**config.mk**
```make
export PLATFORM = sky130hd
export DESIGN_NAME = rsa_phase_sequencer
export DESIGN_NICKNAME = d
export VERILOG_FILES = /design/src/rtl/rsa_pkg.sv /design/src/rtl/rise_detect.sv /design/src/rtl/rsa_phase_sequencer.sv
export SDC_FILE = /design/constraint.sdc
export NUM_CORES = 1
export LEC_CHECK = 0
export ABC_AREA = 1
export CORE_MARGIN = 2
export CORE_UTILIZATION = 47
export CTS_CLUSTER_SIZE = 25
export DETAILED_ROUTE_END_ITERATION = 12
export GPL_TIMING_DRIVEN = 0
export PLACE_DENSITY_LB_ADDON = 0.3
export SLEW_MARGIN = 20
export SYNTH_ARGS = -nofsm -noshare
export SYNTH_HDL_FRONTEND = slang
export SYNTH_SLANG_ARGS = --single-unit
```
**constraint.sdc**
```tcl
create_clock -name clk -period 3.5 [get_ports clk]
set_clock_uncertainty 0.2 [all_clocks]
set_input_delay 0.875 -clock clk [delete_from_list [all_inputs] [get_ports clk]]
set_output_delay 0.875 -clock clk [all_outputs]
set_load 0.02 [all_outputs]
```
**src/rtl/rsa_pkg.sv**
```systemverilog
// rsa_pkg: shared state type, error codes and widths for the RSA phase sequencer
package rsa_pkg;
  localparam int KEY_W = 16;
  localparam int PRIME_W = 8;
  localparam logic [1:0] RSA_OK = 2'd0;
  localparam logic [1:0] RSA_BADOP = 2'd1;
  localparam logic [1:0] RSA_TMO = 2'd2;
  typedef enum logic [2:0] {
    S_IDLE,
    S_KEYGEN,
    S_GAP1,
    S_ENC,
    S_GAP2,
    S_DEC,
    S_RESP
  } state_t;
  function automatic logic bad_prime(input logic [PRIME_W-1:0] x);
    return x[PRIME_W-1:1] == '0;
  endfunction
endpackage

```
**src/rtl/rise_detect.sv**
```systemverilog
// rise_detect: registered 0->1 edge detector whose history is reloaded on clr
module rise_detect (
  input  logic clk,
  input  logic rst_n,
  input  logic clr,
  input  logic din,
  output logic rise,
  output logic unused_prev
);
  logic prev_q, prev_d;
  // history follows din; the clr cycle is masked so a level already high never counts as an edge
  always_comb begin
    prev_d = din;
    rise = din & ~prev_q & ~clr;
    unused_prev = prev_q;
  end
  // history register
  always_ff @(posedge clk or negedge rst_n)
    if (!rst_n) prev_q <= 1'b0;
    else prev_q <= prev_d;
endmodule

```
**src/rtl/rsa_phase_sequencer.sv**
```systemverilog
// rsa_phase_sequencer: drives keygen, encrypt and decrypt phases of the RSA core and returns the results
module rsa_phase_sequencer
  import rsa_pkg::*;
#(
  parameter int TIMEOUT = 255,
  parameter int GAP = 2
) (
  input  logic               clk,
  input  logic               rst_n,
  input  logic               req_valid,
  output logic               req_ready,
  input  logic [KEY_W-1:0]   req_m,
  input  logic [PRIME_W-1:0] req_p,
  input  logic [PRIME_W-1:0] req_q,
  output logic [KEY_W-1:0]   rsa_m,
  output logic [PRIME_W-1:0] rsa_p,
  output logic [PRIME_W-1:0] rsa_q,
  output logic               rsa_start,
  output logic               rsa_start1,
  output logic               rsa_start2,
  input  logic               rsa_finish,
  input  logic               rsa_fin1,
  input  logic [KEY_W-1:0]   rsa_n,
  input  logic [KEY_W-1:0]   rsa_d,
  input  logic [KEY_W-1:0]   rsa_rem,
  input  logic [PRIME_W-1:0] rsa_e,
  output logic               rsp_valid,
  input  logic               rsp_ready,
  output logic [KEY_W-1:0]   rsp_n,
  output logic [KEY_W-1:0]   rsp_d,
  output logic [PRIME_W-1:0] rsp_e,
  output logic [KEY_W-1:0]   rsp_c,
  output logic [KEY_W-1:0]   rsp_m,
  output logic [1:0]         rsp_err
);
  localparam logic [7:0] TMO_C = 8'(TIMEOUT);
  localparam logic [7:0] GAP_LAST = 8'(GAP - 1);
  state_t state_q, state_d;
  logic [7:0] cnt_q, cnt_d;
  logic start_q, start_d, start1_q, start1_d, start2_q, start2_d;
  logic [PRIME_W-1:0] op_p_q, op_p_d, op_q_q, op_q_d, e_q, e_d;
  logic [KEY_W-1:0] op_m_q, op_m_d, n_q, n_d, d_q, d_d, c_q, c_d, pm_q, pm_d;
  logic [1:0] err_q, err_d;
  logic fin_rise, fin1_rise, done, tmo;
  logic fin_prev, fin1_prev;

  rise_detect u_fin (
    .clk(clk),
    .rst_n(rst_n),
    .clr(start_q),
    .din(rsa_finish),
    .rise(fin_rise),
    .unused_prev(fin_prev)
  );

  rise_detect u_fin1 (
    .clk(clk),
    .rst_n(rst_n),
    .clr(start1_q | start2_q),
    .din(rsa_fin1),
    .rise(fin1_rise),
    .unused_prev(fin1_prev)
  );

  // next state, phase pulses, operand latching and result capture
  always_comb begin
    state_d = state_q;
    cnt_d = cnt_q;
    start_d = 1'b0;
    start1_d = 1'b0;
    start2_d = 1'b0;
    op_m_d = op_m_q;
    op_p_d = op_p_q;
    op_q_d = op_q_q;
    n_d = n_q;
    e_d = e_q;
    d_d = d_q;
    c_d = c_q;
    pm_d = pm_q;
    err_d = err_q;
    done = (state_q == S_KEYGEN) ? fin_rise : fin1_rise;
    tmo = cnt_q == TMO_C;
    case (state_q)
      S_IDLE: if (req_valid) begin
        op_m_d = req_m;
        op_p_d = req_p;
        op_q_d = req_q;
        if (bad_prime(req_p) || bad_prime(req_q)) begin
          state_d = S_RESP;
          err_d = RSA_BADOP;
        end else begin
          state_d = S_KEYGEN;
          start_d = 1'b1;
          cnt_d = '0;
        end
      end
      S_KEYGEN, S_ENC, S_DEC: begin
        cnt_d = cnt_q + 8'd1;
        if (done) begin
          cnt_d = '0;
          if (state_q == S_KEYGEN) begin
            n_d = rsa_n;
            e_d = rsa_e;
            d_d = rsa_d;
          end
          if (state_q == S_ENC) c_d = rsa_rem;
          if (state_q == S_DEC) pm_d = rsa_rem;
          state_d = (state_q == S_DEC) ? S_RESP :
                    (state_q == S_KEYGEN) ? ((GAP == 0) ? S_ENC : S_GAP1) :
                    ((GAP == 0) ? S_DEC : S_GAP2);
          start1_d = (state_q == S_KEYGEN) && (GAP == 0);
          start2_d = (state_q == S_ENC) && (GAP == 0);
        end else if (tmo) begin
          cnt_d = '0;
          state_d = S_RESP;
          err_d = RSA_TMO;
        end
      end
      S_GAP1, S_GAP2: begin
        cnt_d = cnt_q + 8'd1;
        if (cnt_q == GAP_LAST) begin
          cnt_d = '0;
          state_d = (state_q == S_GAP1) ? S_ENC : S_DEC;
          start1_d = state_q == S_GAP1;
          start2_d = state_q == S_GAP2;
        end
      end
      S_RESP: if (rsp_ready) begin
        state_d = S_IDLE;
        n_d = '0;
        e_d = '0;
        d_d = '0;
        c_d = '0;
        pm_d = '0;
        err_d = RSA_OK;
      end
      default: state_d = S_IDLE;
    endcase
  end

  // state, counter, pulse and capture registers
  always_ff @(posedge clk or negedge rst_n)
    if (!rst_n) begin
      state_q <= S_IDLE;
      cnt_q <= '0;
      start_q <= 1'b0;
      start1_q <= 1'b0;
      start2_q <= 1'b0;
      op_m_q <= '0;
      op_p_q <= '0;
      op_q_q <= '0;
      n_q <= '0;
      e_q <= '0;
      d_q <= '0;
      c_q <= '0;
      pm_q <= '0;
      err_q <= RSA_OK;
    end else begin
      state_q <= state_d;
      cnt_q <= cnt_d;
      start_q <= start_d;
      start1_q <= start1_d;
      start2_q <= start2_d;
      op_m_q <= op_m_d;
      op_p_q <= op_p_d;
      op_q_q <= op_q_d;
      n_q <= n_d;
      e_q <= e_d;
      d_q <= d_d;
      c_q <= c_d;
      pm_q <= pm_d;
      err_q <= err_d;
    end

  assign req_ready = state_q == S_IDLE;
  assign rsp_valid = state_q == S_RESP;
  assign rsa_m = op_m_q;
  assign rsa_p = op_p_q;
  assign rsa_q = op_q_q;
  assign rsa_start = start_q;
  assign rsa_start1 = start1_q;
  assign rsa_start2 = start2_q;
  assign rsp_n = n_q;
  assign rsp_e = e_q;
  assign rsp_d = d_q;
  assign rsp_c = c_q;
  assign rsp_m = pm_q;
  assign rsp_err = err_q;
endmodule

```
==> results of run 1 <==
routing by layer:
layer	up-vias	part of all wire, %	wire length, um	track usage (%)
met4	0	2.1	321	10.0
met1	2437	38	5950	31.0
met5	-	0	0	0
li1	2336	-	-	-
met2	206	53	8200	45.9
met3	35	7.1	1110	8.64
power by group:
group | leakage [uW] | switching (uW) | internal [uW] | total, uW
Combinational | 0.00202 | 2520 | 1890 | 4410
Clock | 0.000329 | 625 | 1410 | 2040
Sequential | 0.00152 | 399 | 2090 | 2490
Total | 0.00386 | 3550 | 5390 | 8930
cells in the mapped netlist:
| master | count |
|---|---|
| clkbuf_1 | 7 |
| inv_1 | 31 |
| o21ai_0 | 50 |
| nor2_4 | 4 |
| xor2_1 | 2 |
| nand3_2 | 3 |
| ha_1 | 2 |
| nand2_1 | 154 |
| nand3b_4 | 1 |
| nor2_2 | 1 |
| nand3b_1 | 1 |
| nand4_1 | 8 |
| nor2_1 | 27 |
| dfrtp_1 | 122 |
| a21oi_4 | 1 |
| nand2_2 | 3 |
| xnor2_1 | 1 |
| inv_2 | 3 |
| buf_4 | 5 |
| nand3_1 | 66 |
| nor3_1 | 2 |
| o21ai_1 | 33 |
| buf_6 | 4 |
| buf_2 | 11 |
| mux2_2 | 24 |
| buf_1 | 4 |
| a21oi_1 | 1 |
cells by family (layout without fill, tap and decap cells):
group | after synthesis | after routing | share of synthesized area (%)
buf+inv | 65 | 302 | 5.77
fa+ha+maj | 2 | 2 | 0.471
flops | 122 | 122 | 57.4
compound gates | 85 | 85 | 8.22
simple gates | 270 | 270 | 22.5
mux | 24 | 24 | 5.08
xor+xnor | 3 | 3 | 0.494
critical path, cell delays in order (launching register included):
cell	delay [ns]
dfrtp_1	0.44
inv_2	0.14
nand3_2	0.15
buf_2	0.25
inv_1	0.10
clkdlybuf4s50_1	0.64
path summary, 6_finish.rpt:
path	endpoint	depth (start not counted)	slack, ns
max	rsp_valid	5	0.31
min	rsa_m[8]	1	0.18
max reg2reg	rsp_c[10]	9	1.50
min reg2reg	rsp_err[0]	2	0.29
max in group asynchronous	rsp_n[4]	2	2.20
min in group clk	rsp_err[0]	2	0.29
flip-flops by register name, summed over array words and instances, names as in the netlist, 2 cells and up:
signal   flops
cnt_q        8
rsa_m       16
rsa_p        8
rsa_q        8
rsp_c       16
rsp_d       16
rsp_e        8
rsp_err      2
rsp_m       16
rsp_n       16
state_q      3
cells in the final DEF, fill, tap and decap left out, types with 3 or more instances in the layout:
master and n:
clkdlybuf4s50_1 203, nand2_1 154, dfrtp_1 122, nand3_1 66, o21ai_0 50, o21ai_1 33, inv_1 31, nor2_1 27
mux2_2 24, clkbuf_16 17, buf_2 11, clkbuf_1 8, nand4_1 8, bufinv_16 6, buf_4 5, buf_6 5
nor2_4 4, buf_1 4, clkbuf_8 4, inv_2 3, nand3_2 3, nand2_2 3, clkinvlp_4 3
stage by stage:
stage	util (%)	instance area, sq um	TNS, ns
6_report	75.5	8260	0
5_1_grt	75.5	8260	0
4_1_cts	75.5	8260	0
3_5_place_dp	69.1	7560	0
3_3_place_gp	68.9	7530	-389.86
2_1_floorplan	-	5320	0
cell type report:
class | instances | area, sq um
clock inverter | 10 | 211
inverter | 34 | 128
tap | 140 | 175
multi-input combinational | 384 | 1960
fill | 758 | 2680
sequential | 122 | 3050
timing repair buffer | 205 | 2070
buffer | 31 | 179
clock buffer | 22 | 484
==> results.json, run 1 <==
{
  "syn_area_sq_mm": 0.00532,
  "clk_latency_ns": 0.41,
  "vdd_drop_max_uv": 537,
  "r2r_start": "state_q[2]",
  "cts_max_level": 4,
  "initial_core_util_pct": 48.6,
  "synth.net_count": 667,
  "postRouteAntennaNets": 0,
  "min_period_over_period_pct": 91.2,
  "design.die.area_sq_mm": 0.0122,
  "die_h_um": 110,
  "holdWs_ns": 0.177,
  "cts.sink_count": 122,
  "rsz0062_at_grt": "false",
  "rows": 38,
  "period_minus_slack_ns": 3.19,
  "tightest_slew_ns": 0.460,
  "slew_violations": 0,
  "dr.pass1.iters": 5,
  "crit_start": "state_q[0]",
  "io_buffers": 204,
  "leakagePower_uw": 0.00386,
  "grt_pass1_wl_um": 24700,
  "yosysUniqueCellTypes": 27,
  "maxSlewHeadroom_pct": 69.3,
  "synth.area.top_cells": "dfrtp_1 (57%), nand2_1 (11%), nand3_1 (6.2%), mux2_2 (5.1%), o21ai_0 (4.7%)",
  "netlist.area_leader.share_pct": 57.4,
  "cts_inserted_buffers": 17,
  "grt_antenna_before_repair": 0,
  "path_class": "register to output pin",
  "post-place-ws_ns": 0.739,
  "cts_tree": "yes",
  "netlist_instances": 571,
  "gr-total-overflow": 0,
  "clockBufferDepth": 2,
  "via_per_inst": 5.29,
  "first_global_vias": 5158,
  "coreArea_sq_mm": 0.0109,
  "num_vias": 5014,
  "status": "completed",
  "arrival_ns": 2.12,
  "wl_um": 15600,
  "die_w_um": 110,
  "start_kind": "register",
  "nNetsFinal": 891,
  "grt_max_degree": 82,
  "drive_above_1_share_pct": 11.5,
  "setup_ws_ns": 0.308,
  "power_density_mw_per_mm2": 1080,
  "drtIter0Drc": 427,
  "clk_pin_slew_worst_paths_ns": 0.05,
  "cts_resized": 0,
  "area_growth_pct": 55.3,
  "dp.cells": 916,
  "place.gp.congestion": 0.883,
  "post-dp-hpwl_um": 11000,
  "drc": 0,
  "hold_buffers": 0,
  "setup_violations": 0,
  "synth_seq_cells": 122,
  "critPathMaxFanout": 10,
  "synth-seq-area-share_pct": 57.4,
  "hold_viol": 0,
  "cp.required_ns": 2.42,
  "wl_per_cell_um": 16.4,
  "total_power_uw": 8930,
  "antenna_cells": 0,
  "yosysWarnings": 0,
  "maxCapViolCount": 0,
  "hp-class": "input port to asynchronous set/reset pin",
  "boundaryPins": 205,
  "yosys.area.top_type": "dfrtp_1",
  "crit_path_end_kind": "output pin",
  "grtUsageTotal_pct": 26.6,
  "postCtsSetupBuffers": 0,
  "cts_root_buf": "clkbuf_16",
  "layoutNonFillerInstCount": 948,
  "fmax_ghz": 0.313,
  "synth.avg_cell_area_sq_um": 9.31
}
Power figures use the tool's default switching activity.
==> run 2: changes to the inputs <==
--- a/config.mk
+++ b/config.mk
@@ -11,6 +11,7 @@
 export CTS_CLUSTER_SIZE = 25
 export DETAILED_ROUTE_END_ITERATION = 12
 export GPL_TIMING_DRIVEN = 0
+export HOLD_SLACK_MARGIN = 0.15
 export PLACE_DENSITY_LB_ADDON = 0.3
 export SLEW_MARGIN = 20
 export SYNTH_ARGS = -nofsm -noshare
==> results of run 2 <==
The final DEF is identical to that of run 1; final timing and power are the same.
